File: src/rtl/ltssm_detect_polling_if.sv
// ltssm_detect_polling_if
//   Groups the LTSSM front-end sequencer's PHY/PIPE-side signals.
//   modport slave  : the sequencer (consumes PHY/PIPE status, drives requests)
//   modport master : the environment (PHY, PIPE_Control, TS1 generator/receiver)
//   Signals:
//     link_down      forces a return to Detect.Quiet
//     RxElecIdle     per-lane electrical idle (1 = idle)
//     Detect_status  one-cycle receiver-detected pulse
//     ts1_sent       one-cycle pulse per TS1 transmitted
//     ts_rx_valid    one-cycle pulse per TS1/TS2 received
//     ts_rx_ok       qualifies ts_rx_valid (1 = good set)
//     substate       LTSSM substate to PIPE_Control
//     ElecIdle_req   transmitter electrical-idle request
//     Detect_req     receiver-detect request pulse
//     send_ts1       TS1 generator enable
//     polling_done   pulse on entry to Polling.Configuration
interface ltssm_detect_polling_if #(
  parameter int number_of_lanes = 4
);
  logic                       link_down;
  logic [number_of_lanes-1:0] RxElecIdle;
  logic                       Detect_status;
  logic                       ts1_sent;
  logic                       ts_rx_valid;
  logic                       ts_rx_ok;
  logic [4:0]                 substate;
  logic                       ElecIdle_req;
  logic                       Detect_req;
  logic                       send_ts1;
  logic                       polling_done;

  modport slave (
    input  link_down, RxElecIdle, Detect_status, ts1_sent, ts_rx_valid, ts_rx_ok,
    output substate, ElecIdle_req, Detect_req, send_ts1, polling_done
  );

  modport master (
    output link_down, RxElecIdle, Detect_status, ts1_sent, ts_rx_valid, ts_rx_ok,
    input  substate, ElecIdle_req, Detect_req, send_ts1, polling_done
  );
endinterface

File: src/rtl/ltssm_detect_polling.sv
// ltssm_detect_polling
//   LTSSM front-end sequencer: Detect.Quiet -> Detect.Active -> Polling.Active
//   -> Polling.Configuration (hand-off). Drives substate/ElecIdle_req/Detect_req
//   towards PIPE_Control, gates the TS1 generator and counts TS1/TS2 reception.
//   All outputs are registered.
// Ports:
//   pclk     single clock
//   reset_n  asynchronous active-low reset
//   bus      ltssm_detect_polling_if.slave (see interface header for signals)
// Optional feature:
//   DETECT_RETRY_EN  when defined, the first Detect.Active timeout re-issues
//                    Detect_req and stays in Detect.Active; only the second
//                    timeout returns to Detect.Quiet.
module ltssm_detect_polling #(
  parameter int number_of_lanes = 4,
  parameter int QUIET_TIMEOUT   = 3000000,
  parameter int ACTIVE_TIMEOUT  = 3000000,
  parameter int POLL_TIMEOUT    = 6000000,
  parameter int TX_TS1_MIN      = 1024,
  parameter int RX_TS_MIN       = 8
) (
  input  logic                  pclk,
  input  logic                  reset_n,
  ltssm_detect_polling_if.slave bus
);

  typedef enum logic [4:0] {
    DETECT_QUIET   = 5'd0,
    DETECT_ACTIVE  = 5'd1,
    POLLING_ACTIVE = 5'd2,
    POLLING_CONFIG = 5'd3
  } state_e;

  localparam logic [22:0] QUIET_LAST  = 23'(QUIET_TIMEOUT - 1);
  localparam logic [22:0] ACTIVE_LAST = 23'(ACTIVE_TIMEOUT - 1);
  localparam logic [22:0] POLL_LAST   = 23'(POLL_TIMEOUT - 1);
  localparam logic [10:0] TX_MAX      = 11'(TX_TS1_MIN);
  localparam logic [3:0]  RX_MAX      = 4'(RX_TS_MIN);
  localparam logic [number_of_lanes-1:0] ALL_IDLE = '1;

  state_e      state_q;
  logic [22:0] timer_q;
  logic [22:0] timer_d;
  logic [10:0] tx_cnt_q;
  logic [3:0]  rx_cnt_q;
  logic        elec_idle_q;
  logic        detect_req_q;
  logic        send_ts1_q;
  logic        polling_done_q;
`ifdef DETECT_RETRY_EN
  logic        retry_q;
`endif

  // Saturating increment; any state change overrides this with zero.
  assign timer_d = (&timer_q) ? timer_q : timer_q + 23'd1;

  always_ff @(posedge pclk or negedge reset_n) begin
    if (!reset_n) begin
      state_q        <= DETECT_QUIET;
      timer_q        <= '0;
      tx_cnt_q       <= '0;
      rx_cnt_q       <= '0;
      elec_idle_q    <= 1'b1;
      detect_req_q   <= 1'b0;
      send_ts1_q     <= 1'b0;
      polling_done_q <= 1'b0;
`ifdef DETECT_RETRY_EN
      retry_q        <= 1'b0;
`endif
    end else begin
      // Pulse outputs default low; set only on the cycle that enters a state.
      detect_req_q   <= 1'b0;
      polling_done_q <= 1'b0;
      timer_q        <= timer_d;
      if (bus.link_down) begin
        // Also restarts the quiet timer when already in Detect.Quiet.
        state_q     <= DETECT_QUIET;
        timer_q     <= '0;
        elec_idle_q <= 1'b1;
        send_ts1_q  <= 1'b0;
      end else begin
        case (state_q)
          DETECT_QUIET: begin
            if (timer_q == QUIET_LAST || bus.RxElecIdle != ALL_IDLE) begin
              state_q      <= DETECT_ACTIVE;
              timer_q      <= '0;
              detect_req_q <= 1'b1;
`ifdef DETECT_RETRY_EN
              retry_q      <= 1'b0;
`endif
            end
          end
          DETECT_ACTIVE: begin
            // Detect wins over a coincident timeout.
            if (bus.Detect_status) begin
              state_q     <= POLLING_ACTIVE;
              timer_q     <= '0;
              elec_idle_q <= 1'b0;
              send_ts1_q  <= 1'b1;
              tx_cnt_q    <= '0;
              rx_cnt_q    <= '0;
            end else if (timer_q == ACTIVE_LAST) begin
`ifdef DETECT_RETRY_EN
              if (!retry_q) begin
                retry_q      <= 1'b1;
                timer_q      <= '0;
                detect_req_q <= 1'b1;
              end else begin
                state_q <= DETECT_QUIET;
                timer_q <= '0;
              end
`else
              state_q <= DETECT_QUIET;
              timer_q <= '0;
`endif
            end
          end
          POLLING_ACTIVE: begin
            if (bus.ts1_sent && tx_cnt_q != TX_MAX) tx_cnt_q <= tx_cnt_q + 11'd1;
            if (bus.ts_rx_valid) begin
              if (!bus.ts_rx_ok)          rx_cnt_q <= '0;
              else if (rx_cnt_q != RX_MAX) rx_cnt_q <= rx_cnt_q + 4'd1;
            end
            // Uses registered counts: completion beats a coincident timeout.
            if (tx_cnt_q == TX_MAX && rx_cnt_q == RX_MAX) begin
              state_q        <= POLLING_CONFIG;
              timer_q        <= '0;
              send_ts1_q     <= 1'b0;
              polling_done_q <= 1'b1;
            end else if (timer_q == POLL_LAST) begin
              state_q     <= DETECT_QUIET;
              timer_q     <= '0;
              elec_idle_q <= 1'b1;
              send_ts1_q  <= 1'b0;
            end
          end
          POLLING_CONFIG: begin
            // Holds until link_down.
          end
          default: begin
            state_q     <= DETECT_QUIET;
            timer_q     <= '0;
            elec_idle_q <= 1'b1;
            send_ts1_q  <= 1'b0;
          end
        endcase
      end
    end
  end

  assign bus.substate     = state_q;
  assign bus.ElecIdle_req = elec_idle_q;
  assign bus.Detect_req   = detect_req_q;
  assign bus.send_ts1     = send_ts1_q;
  assign bus.polling_done = polling_done_q;

endmodule

File: src/flat_wrapper.sv
// flat-port wrapper written by rule: the top's interface ports become plain ports
module ltssm_detect_polling_flat 
#(
  parameter int number_of_lanes = 4,
  parameter int QUIET_TIMEOUT   = 3000000,
  parameter int ACTIVE_TIMEOUT  = 3000000,
  parameter int POLL_TIMEOUT    = 6000000,
  parameter int TX_TS1_MIN      = 1024,
  parameter int RX_TS_MIN       = 8
)
  (pclk, reset_n, bus_link_down, bus_RxElecIdle, bus_Detect_status, bus_ts1_sent, bus_ts_rx_valid, bus_ts_rx_ok, bus_substate, bus_ElecIdle_req, bus_Detect_req, bus_send_ts1, bus_polling_done);
  ltssm_detect_polling_if #(.number_of_lanes(number_of_lanes)) bus_i ();
  input  logic pclk;
  input  logic reset_n;
  input wire logic [$bits(bus_i.link_down)-1:0] bus_link_down;
  input wire logic [$bits(bus_i.RxElecIdle)-1:0] bus_RxElecIdle;
  input wire logic [$bits(bus_i.Detect_status)-1:0] bus_Detect_status;
  input wire logic [$bits(bus_i.ts1_sent)-1:0] bus_ts1_sent;
  input wire logic [$bits(bus_i.ts_rx_valid)-1:0] bus_ts_rx_valid;
  input wire logic [$bits(bus_i.ts_rx_ok)-1:0] bus_ts_rx_ok;
  output wire logic [$bits(bus_i.substate)-1:0] bus_substate;
  output wire logic [$bits(bus_i.ElecIdle_req)-1:0] bus_ElecIdle_req;
  output wire logic [$bits(bus_i.Detect_req)-1:0] bus_Detect_req;
  output wire logic [$bits(bus_i.send_ts1)-1:0] bus_send_ts1;
  output wire logic [$bits(bus_i.polling_done)-1:0] bus_polling_done;
  assign bus_i.link_down = bus_link_down;
  assign bus_i.RxElecIdle = bus_RxElecIdle;
  assign bus_i.Detect_status = bus_Detect_status;
  assign bus_i.ts1_sent = bus_ts1_sent;
  assign bus_i.ts_rx_valid = bus_ts_rx_valid;
  assign bus_i.ts_rx_ok = bus_ts_rx_ok;
  assign bus_substate = bus_i.substate;
  assign bus_ElecIdle_req = bus_i.ElecIdle_req;
  assign bus_Detect_req = bus_i.Detect_req;
  assign bus_send_ts1 = bus_i.send_ts1;
  assign bus_polling_done = bus_i.polling_done;
  ltssm_detect_polling #(.number_of_lanes(number_of_lanes), .QUIET_TIMEOUT(QUIET_TIMEOUT), .ACTIVE_TIMEOUT(ACTIVE_TIMEOUT), .POLL_TIMEOUT(POLL_TIMEOUT), .TX_TS1_MIN(TX_TS1_MIN), .RX_TS_MIN(RX_TS_MIN)) u_core (.pclk(pclk), .reset_n(reset_n), .bus(bus_i));
endmodule
File: config.mk
export PLATFORM = sky130hd
export DESIGN_NAME = ltssm_detect_polling_flat
export DESIGN_NICKNAME = d
export VERILOG_FILES = /design/src/rtl/ltssm_detect_polling_if.sv /design/src/rtl/ltssm_detect_polling.sv /design/src/flat_wrapper.sv
export SDC_FILE = /design/constraint.sdc
export NUM_CORES = 1
export LEC_CHECK = 0
export ABC_AREA = 1
export ABC_CLOCK_PERIOD_IN_PS = 1500
export CORE_AREA = 2 2 77 79
export CTS_CLUSTER_SIZE = 8
export DETAILED_ROUTE_END_ITERATION = 8
export DIE_AREA = 0 0 79 81
export PLACE_DENSITY = 0.72
export SYNTH_ARGS = -nofsm -noshare
export SYNTH_HDL_FRONTEND = slang
export SYNTH_SLANG_ARGS = --single-unit
export TNS_END_PERCENT = 20
File: constraint.sdc
create_clock -name pclk -period 1.5 [get_ports pclk]
set_input_delay 0.3 -clock pclk [delete_from_list [all_inputs] [get_ports pclk]]
set_output_delay 0.3 -clock pclk [all_outputs]
set_load 0.02 [all_outputs]
==> impl_metrics.env, run 1 <==
export IMPL_core_um2=5680
export IMPL_grt_pass1_vias=2761
export IMPL_htree_levels=2
export IMPL_syn2layout_area_growth_pct=40.7
export IMPL_wirelength_um=7850
export IMPL_synth_top_cell_area_share_pct=38.0
export IMPL_die_area_um2=6400
export IMPL_violations="setup timing"
export IMPL_swShare_pct=33.4
export IMPL_diodes=0
export IMPL_yosys_area_top_type="dfrtp_1"
export IMPL_final_common_cell="buf_4"
export IMPL_async_flop_share_pct=100
export IMPL_ys_seq_elements=44
export IMPL_cts_buffer_depth=2
export IMPL_drtIter0Drc=181
export IMPL_end_kind="flip-flop"
export IMPL_startpoint_type="flip-flop"
export IMPL_antenna_found_initial=0
export IMPL_power_share_clock_pct=28.0
export IMPL_synthCells=384
export IMPL_drive_gt1_share_pct=31.0
export IMPL_synth_avg_cell_area_um2=7.38
export IMPL_first_pass_iters=5
export IMPL_irDropWorstVdd_v=0.000534
export IMPL_clock_sinks=44
export IMPL_comb_power_share_pct=33.3
export IMPL_ys_seq_area_share_pct=38.9
export IMPL_clock_latency_ps=310
export IMPL_route_vias_total=2954
export IMPL_fin_ws_ps=-302
export IMPL_yosysWarnings=0
export IMPL_grt_overflow_total=0
export IMPL_synth_edf_count=0
export IMPL_synth_flop_cell="dfrtp_1"
export IMPL_dpl_worst_slack_ps=-340
export IMPL_fmax_ghz=0.555
export IMPL_synth_area_um2=2840
export IMPL_routabilityCongestion=0.912
export IMPL_hpwl_um=5400
export IMPL_fin_crit_sh_pct=120
export IMPL_grt_pass1_wl_um=11900
export IMPL_drc=0
export IMPL_slew_viol_final=0
export IMPL_fp_dieW_um=79
export IMPL_p_total_mw=3.40
export IMPL_viasPerCell=5.26
export IMPL_cp_required_ps=1680
export IMPL_initial_core_util_pct=50.0
export IMPL_ys_types=37
export IMPL_worst_hold_path_type="in2async"
export IMPL_hold_violations=0
export IMPL_nNetsFinal=506
export IMPL_port_buffers=16
export IMPL_cap_violations=0
export IMPL_routedWlPerCell_um=14.0
export IMPL_path_max_fanout=5
export IMPL_fillers=475
export IMPL_synth_area_leaders="dfrtp_1, nand2_1, nor2_1, inv_1, nand3_1"
export IMPL_setup_viol=42
export IMPL_rows=28
export IMPL_intPower_mw=2.26
export IMPL_root_buffer="clkbuf_8"
export IMPL_cts_made_buffers=5
export IMPL_worstPathArrival_ps=1980
export IMPL_fp_dieH_um=81
export IMPL_grt_max_degree=25
export IMPL_seqPwrFrac_pct=38.7
export IMPL_rsz0062_at_grt="yes"
export IMPL_cts_tree="done"
export IMPL_track_usage_pct=23.3
export IMPL_clk_pin_slew_ps=90
export IMPL_power_density_nw_per_um2=852
export IMPL_finalCriticalPeriod_ps=1800
export IMPL_fin_skew_ps=12.4
export IMPL_crit_type="reg2reg"
export IMPL_layout_common_cells="buf_4, nand2_1, nor2_1, dfrtp_1, inv_1"
export IMPL_ant_nets=0
export IMPL_p_leak_nw=1.83
export IMPL_p_sw_mw=1.14
export IMPL_top_level_ports=20
export IMPL_status="complete, but fails checks"
cell usage after synthesis, drive strengths merged, types with 2 or more instances:
cell type	number
a21oi	18
or2	3
nor2	74
nor3	9
xor2	13
nand3b	2
nor3b	3
nand2	86
dfrtp	43
xnor2	5
buf	10
o21ai	15
ha	9
nand3	32
nand4	11
inv	41
a31oi	2
layout make-up:
cell class	instances	area, um^2	area share [%]
inverters	42	160	4.01
clock buffers	5	68.8	1.72
clock inverters	3	46.3	1.16
multi-input cells	291	1690	42.3
repair buffers	102	827	20.7
flip-flops and latches	44	1100	27.7
well taps	75	93.8	2.35
state kept, by name (all words and copies together), names as in the netlist:
| signal | flops |
|---|---|
| u_core.rx_cnt_q | 4 |
| u_core.tx_cnt_q | 11 |
| u_core.timer_q | 23 |
| u_core.bus.Detect_req | 1 |
| u_core.bus.substate | 2 |
| u_core.bus.ElecIdle_req | 1 |
| u_core.bus.polling_done | 1 |
| u_core.bus.send_ts1 | 1 |
repair_timing:
| action | in CTS | in global routing |
|---|---|---|
| pin swaps | 3 | 12 |
| hold buffers | 1 | 0 |
| resized for setup | 19 | 32 |
| endpoints found under the hold margin | 12 | 0 |
| cloned | 0 | 1 |
| endpoints found under the setup margin | 48 | 44 |
| setup buffers | 3 | 5 |
kinds of logic (layout without fill, tap and decap cells):
kind of cell	after synthesis	count (layout)	share of synthesized area, %
adder cells (fa/ha/maj)	9	9	3.97
flip-flops	44	44	38.9
other	1	3	0.132
AND/OR/NAND/NOR	221	222	35.7
buffers and inverters	52	152	8.25
XOR/XNOR	18	18	5.56
AO/OA/AOI/OAI	39	39	7.46
per-layer routing:
layer	GRT usage, %	up-vias	part of all wire, %
met2	42.2	79	52
met1	28.7	1432	43
li1	-	1428	-
met3	3.33	15	4.0
met5	0	-	0
met4	7.07	0	1.8
worst paths after layout:
path                                                     startpoint                             endpoint  slack, ps  depth (start not counted)
worst max-delay path             u_core.bus.substate[1]$_DFFE_PN0P_       u_core.rx_cnt_q[0]$_DFFE_PN0P_       -300                         11
worst min-delay path                                        reset_n         u_core.timer_q[20]$_DFF_PN0_        430                          2
worst max register to register   u_core.bus.substate[1]$_DFFE_PN0P_       u_core.rx_cnt_q[0]$_DFFE_PN0P_       -300                         11
worst min register to register  u_core.bus.ElecIdle_req$_DFFE_PN1P_  u_core.bus.ElecIdle_req$_DFFE_PN1P_        460                          2
max in group asynchronous                                   reset_n  u_core.bus.ElecIdle_req$_DFFE_PN1P_        540                          3
min in group pclk               u_core.bus.ElecIdle_req$_DFFE_PN1P_  u_core.bus.ElecIdle_req$_DFFE_PN1P_        460                          2
through the flow:
| step | cells | setup TNS, ps | area, um^2 | utilization (%) | hold slack, ps |
|---|---|---|---|---|---|
| 2_1_floorplan | 386 | -2290 | 2860 | - | 4.41 |
| 3_3_place_gp | 544 | -7590 | 3630 | 64.0 | 236 |
| 3_5_place_dp | 544 | -8860 | 3630 | 64.0 | 234 |
| 4_1_cts | 556 | -5840 | 3800 | 66.9 | 438 |
| 5_1_grt | 562 | -11180 | 3990 | 70.3 | 452 |
| 6_report | 562 | -7610 | 3990 | 70.3 | 431 |
worst max-delay path: stages (launching register included):
cell and delay (ps):
dfrtp_2 450, inv_4 90, ha_4 140, inv_2 40
o21ai_4 170, nor2_4 60, buf_6 140, o211ai_1 180
inv_2 110, buf_4 160, nand3_2 50, o21ai_0 80
power groups by stage:
| stage | Combinational [mW] | Clock (mW) | Sequential, mW |
|---|---|---|---|
| finish | 1.13 | 0.952 | 1.32 |
| global route | 1.25 | 1.01 | 1.32 |
| CTS | 0.906 | 0.980 | 1.30 |
| detailed placement | 0.900 | 0 | 1.33 |
| global placement | 0.870 | 0 | 1.33 |
| floorplan | 0.437 | 0 | 1.39 |
Power figures use the tool's default switching activity.
==> run 2: changes to the inputs <==
--- a/config.mk
+++ b/config.mk
@@ -7,11 +7,13 @@
 export LEC_CHECK = 0
 export ABC_AREA = 1
 export ABC_CLOCK_PERIOD_IN_PS = 1500
-export CORE_AREA = 2 2 77 79
+export CORE_AREA = 2 2 110 112
+export CTS_CLUSTER_DIAMETER = 50
 export CTS_CLUSTER_SIZE = 8
 export DETAILED_ROUTE_END_ITERATION = 8
-export DIE_AREA = 0 0 79 81
-export PLACE_DENSITY = 0.72
+export DIE_AREA = 0 0 112 114
+export HOLD_SLACK_MARGIN = 0.15
+export PLACE_DENSITY = 0.39
 export SYNTH_ARGS = -nofsm -noshare
 export SYNTH_HDL_FRONTEND = slang
 export SYNTH_SLANG_ARGS = --single-unit
==> run 2 against run 1 <==
The run still ends with setup timing left. Sequential share of layout area decreased by 1.8 points. Wire length fell by 1.0%. First-iteration DRC count down 51%. Clock skew fell by 3.5 ps. Largest cell class unchanged. Largest power group unchanged.
==> impl_metrics.env, run 2 (synthesized netlist as in run 1, its figures left out) <==
export IMPL_status="complete, but fails checks"
export IMPL_violations="setup timing"
export IMPL_fin_ws_ps=-134
export IMPL_clk_pin_slew_ps=70
export IMPL_fp_dieW_um=112
export IMPL_p_leak_nw=1.93
export IMPL_fin_skew_ps=8.95
export IMPL_cp_required_ps=1710
export IMPL_largest_reg_flops=23
export IMPL_rows=40
export IMPL_routedWlPerCell_um=11.9
export IMPL_hold_violations=0
export IMPL_finalCriticalPeriod_ps=1630
export IMPL_diodes=0
export IMPL_wirelength_um=7770
export IMPL_rsz0062_at_grt="yes"
export IMPL_cap_violations=0
export IMPL_slew_viol_final=0
export IMPL_clock_latency_ps=290
export IMPL_reg_top3="u_core.timer_q: 23 flops, u_core.tx_cnt_q: 11 flops, u_core.rx_cnt_q: 4 flops"
export IMPL_cpMaxStageDelayCell="dfrtp_1"
export IMPL_final_util_pct=36.6
export IMPL_worst_hold_path_type="reg2reg"
export IMPL_worstPathArrival_ps=1840
export IMPL_cts_buffer_depth=2
export IMPL_antenna_found_initial=0
export IMPL_root_buffer="clkbuf_16"
export IMPL_grt_pass1_vias=2908
export IMPL_core_um2=11700
export IMPL_final_cells=650
export IMPL_irDropWorstVdd_v=0.000567
export IMPL_syn2layout_area_growth_pct=51.4
export IMPL_viasPerCell=4.32
export IMPL_end_kind="flip-flop"
export IMPL_die_area_um2=12800
export IMPL_grt_max_degree=45
export IMPL_routabilityCongestion=0.851
export IMPL_drc=0
export IMPL_layout_common_cells="buf_4, nand2_1, nor2_1, dfrtp_1, inv_1"
export IMPL_power_density_nw_per_um2=845
export IMPL_fmax_ghz=0.612
export IMPL_top_level_ports=20
export IMPL_dp_cells=632
export IMPL_final_common_cell="buf_4"
export IMPL_finalSetupTns_ps=-3250
export IMPL_clock_sinks=44
export IMPL_cp_cell_sequence="ha_4, nand2_1, buf_4, nor3_4, nand4_1, buf_6, a21oi_1"
export IMPL_drive_gt1_share_pct=35.2
export IMPL_path_max_fanout=11
export IMPL_fillers=1262
export IMPL_htree_levels=2
export IMPL_grt_overflow_total=0
export IMPL_crit_type="reg2reg"
export IMPL_nNetsFinal=522
export IMPL_startpoint_type="flip-flop"
export IMPL_hpwl_um=6030
export IMPL_fp_dieH_um=114
export IMPL_grt_pass1_wl_um=13700
export IMPL_route_vias_total=2811
export IMPL_track_usage_pct=13.3
export IMPL_first_pass_iters=6
export IMPL_setup_viol=40
export IMPL_cts_made_buffers=5
export IMPL_cts_tree="done"
export IMPL_regMostFlops="u_core.timer_q"
export IMPL_ant_nets=0
export IMPL_fin_crit_sh_pct=109
export IMPL_port_buffers=16
export IMPL_initial_core_util_pct=24.2
export IMPL_critical_path_max_stage_delay_ps=390
export IMPL_drtIter0Drc=88
==> run 2: worst paths after layout <==
check,from,endpoint,slack (ps),depth (start not counted)
max reg2reg,u_core.timer_q[1]$_DFF_PN0_,u_core.timer_q[14]$_DFF_PN0_,-130,7
min,u_core.bus.ElecIdle_req$_DFFE_PN1P_,u_core.bus.ElecIdle_req$_DFFE_PN1P_,470,2
max in group asynchronous,reset_n,u_core.bus.ElecIdle_req$_DFFE_PN1P_,700,3
min in group asynchronous,reset_n,u_core.timer_q[1]$_DFF_PN0_,510,3
min reg2reg,u_core.bus.ElecIdle_req$_DFFE_PN1P_,u_core.bus.ElecIdle_req$_DFFE_PN1P_,470,2
max,u_core.timer_q[1]$_DFF_PN0_,u_core.timer_q[14]$_DFF_PN0_,-130,7
==> run 2: metal layers <==
metal / routed length [um] / global-route usage [%] / vias up
li1: - / - / 1467
met1: 3770 / 17.4 / 1301
met2: 3690 / 22.5 / 32
met3: 148 / 1.97 / 11
met4: 159 / 4.31 / 0
met5: 0 / 0 / -
==> run 2: report_power, final <==
group / internal, mW / switching (mW)
clock: 0.783 / 0.488
combinational: 0.471 / 0.566
sequential: 1.26 / 0.0538
total: 2.52 / 1.11
==> run 2: worst max-delay path, delay by kind of cell, from the launching register on <==
| family | cells | cell delay, ps |
|---|---|---|
| buffers and inverters | 2 | 400 |
| DFF | 1 | 390 |
| AOI/OAI and AO/OA | 1 | 150 |
| and+or+nand+nor | 3 | 450 |
| adders and majority gates | 1 | 160 |
==> run 2: what timing repair did <==
item / in CTS / in global routing
pin swaps: 7 / 7
hold endpoints to repair: 43 / 0
gates resized for setup: 32 / 27
buffers inserted: 7 / 2
endpoints found under the setup margin: 49 / 45
hold buffers: 1 / 0
==> run 2: per-stage QoR <==
stage               hold slack, ps  setup slack [ps]  cell area [um^2]  total power [mW]
finish                         466              -134              4290              3.63
global route                   505              -255              4290              3.86
CTS                            471              -147              4190              3.63
detailed placement             308              -273              3860              2.27
global placement               302              -276              3860              2.26
floorplan                     4.41              -114              2860              1.83
==> run 2: area by class of cell <==
class	count	area, um^2	share of cell area [%]
Tap cell	147	184	4.29
Inverter	42	160	3.73
Timing Repair Buffer	119	972	22.7
Sequential cell	44	1110	25.9
Multi-Input combinational cell	290	1700	39.6
Clock buffer	5	125	2.92
Clock inverter	3	42.5	0.991
==> run 3: changes to the inputs <==
--- a/config.mk
+++ b/config.mk
@@ -6,7 +6,6 @@
 export NUM_CORES = 1
 export LEC_CHECK = 0
 export ABC_AREA = 1
-export ABC_CLOCK_PERIOD_IN_PS = 1500
 export CORE_AREA = 2 2 110 112
 export CTS_CLUSTER_DIAMETER = 50
 export CTS_CLUSTER_SIZE = 8
==> results of run 3 <==
The final DEF is identical to that of run 2; final timing and power are the same.
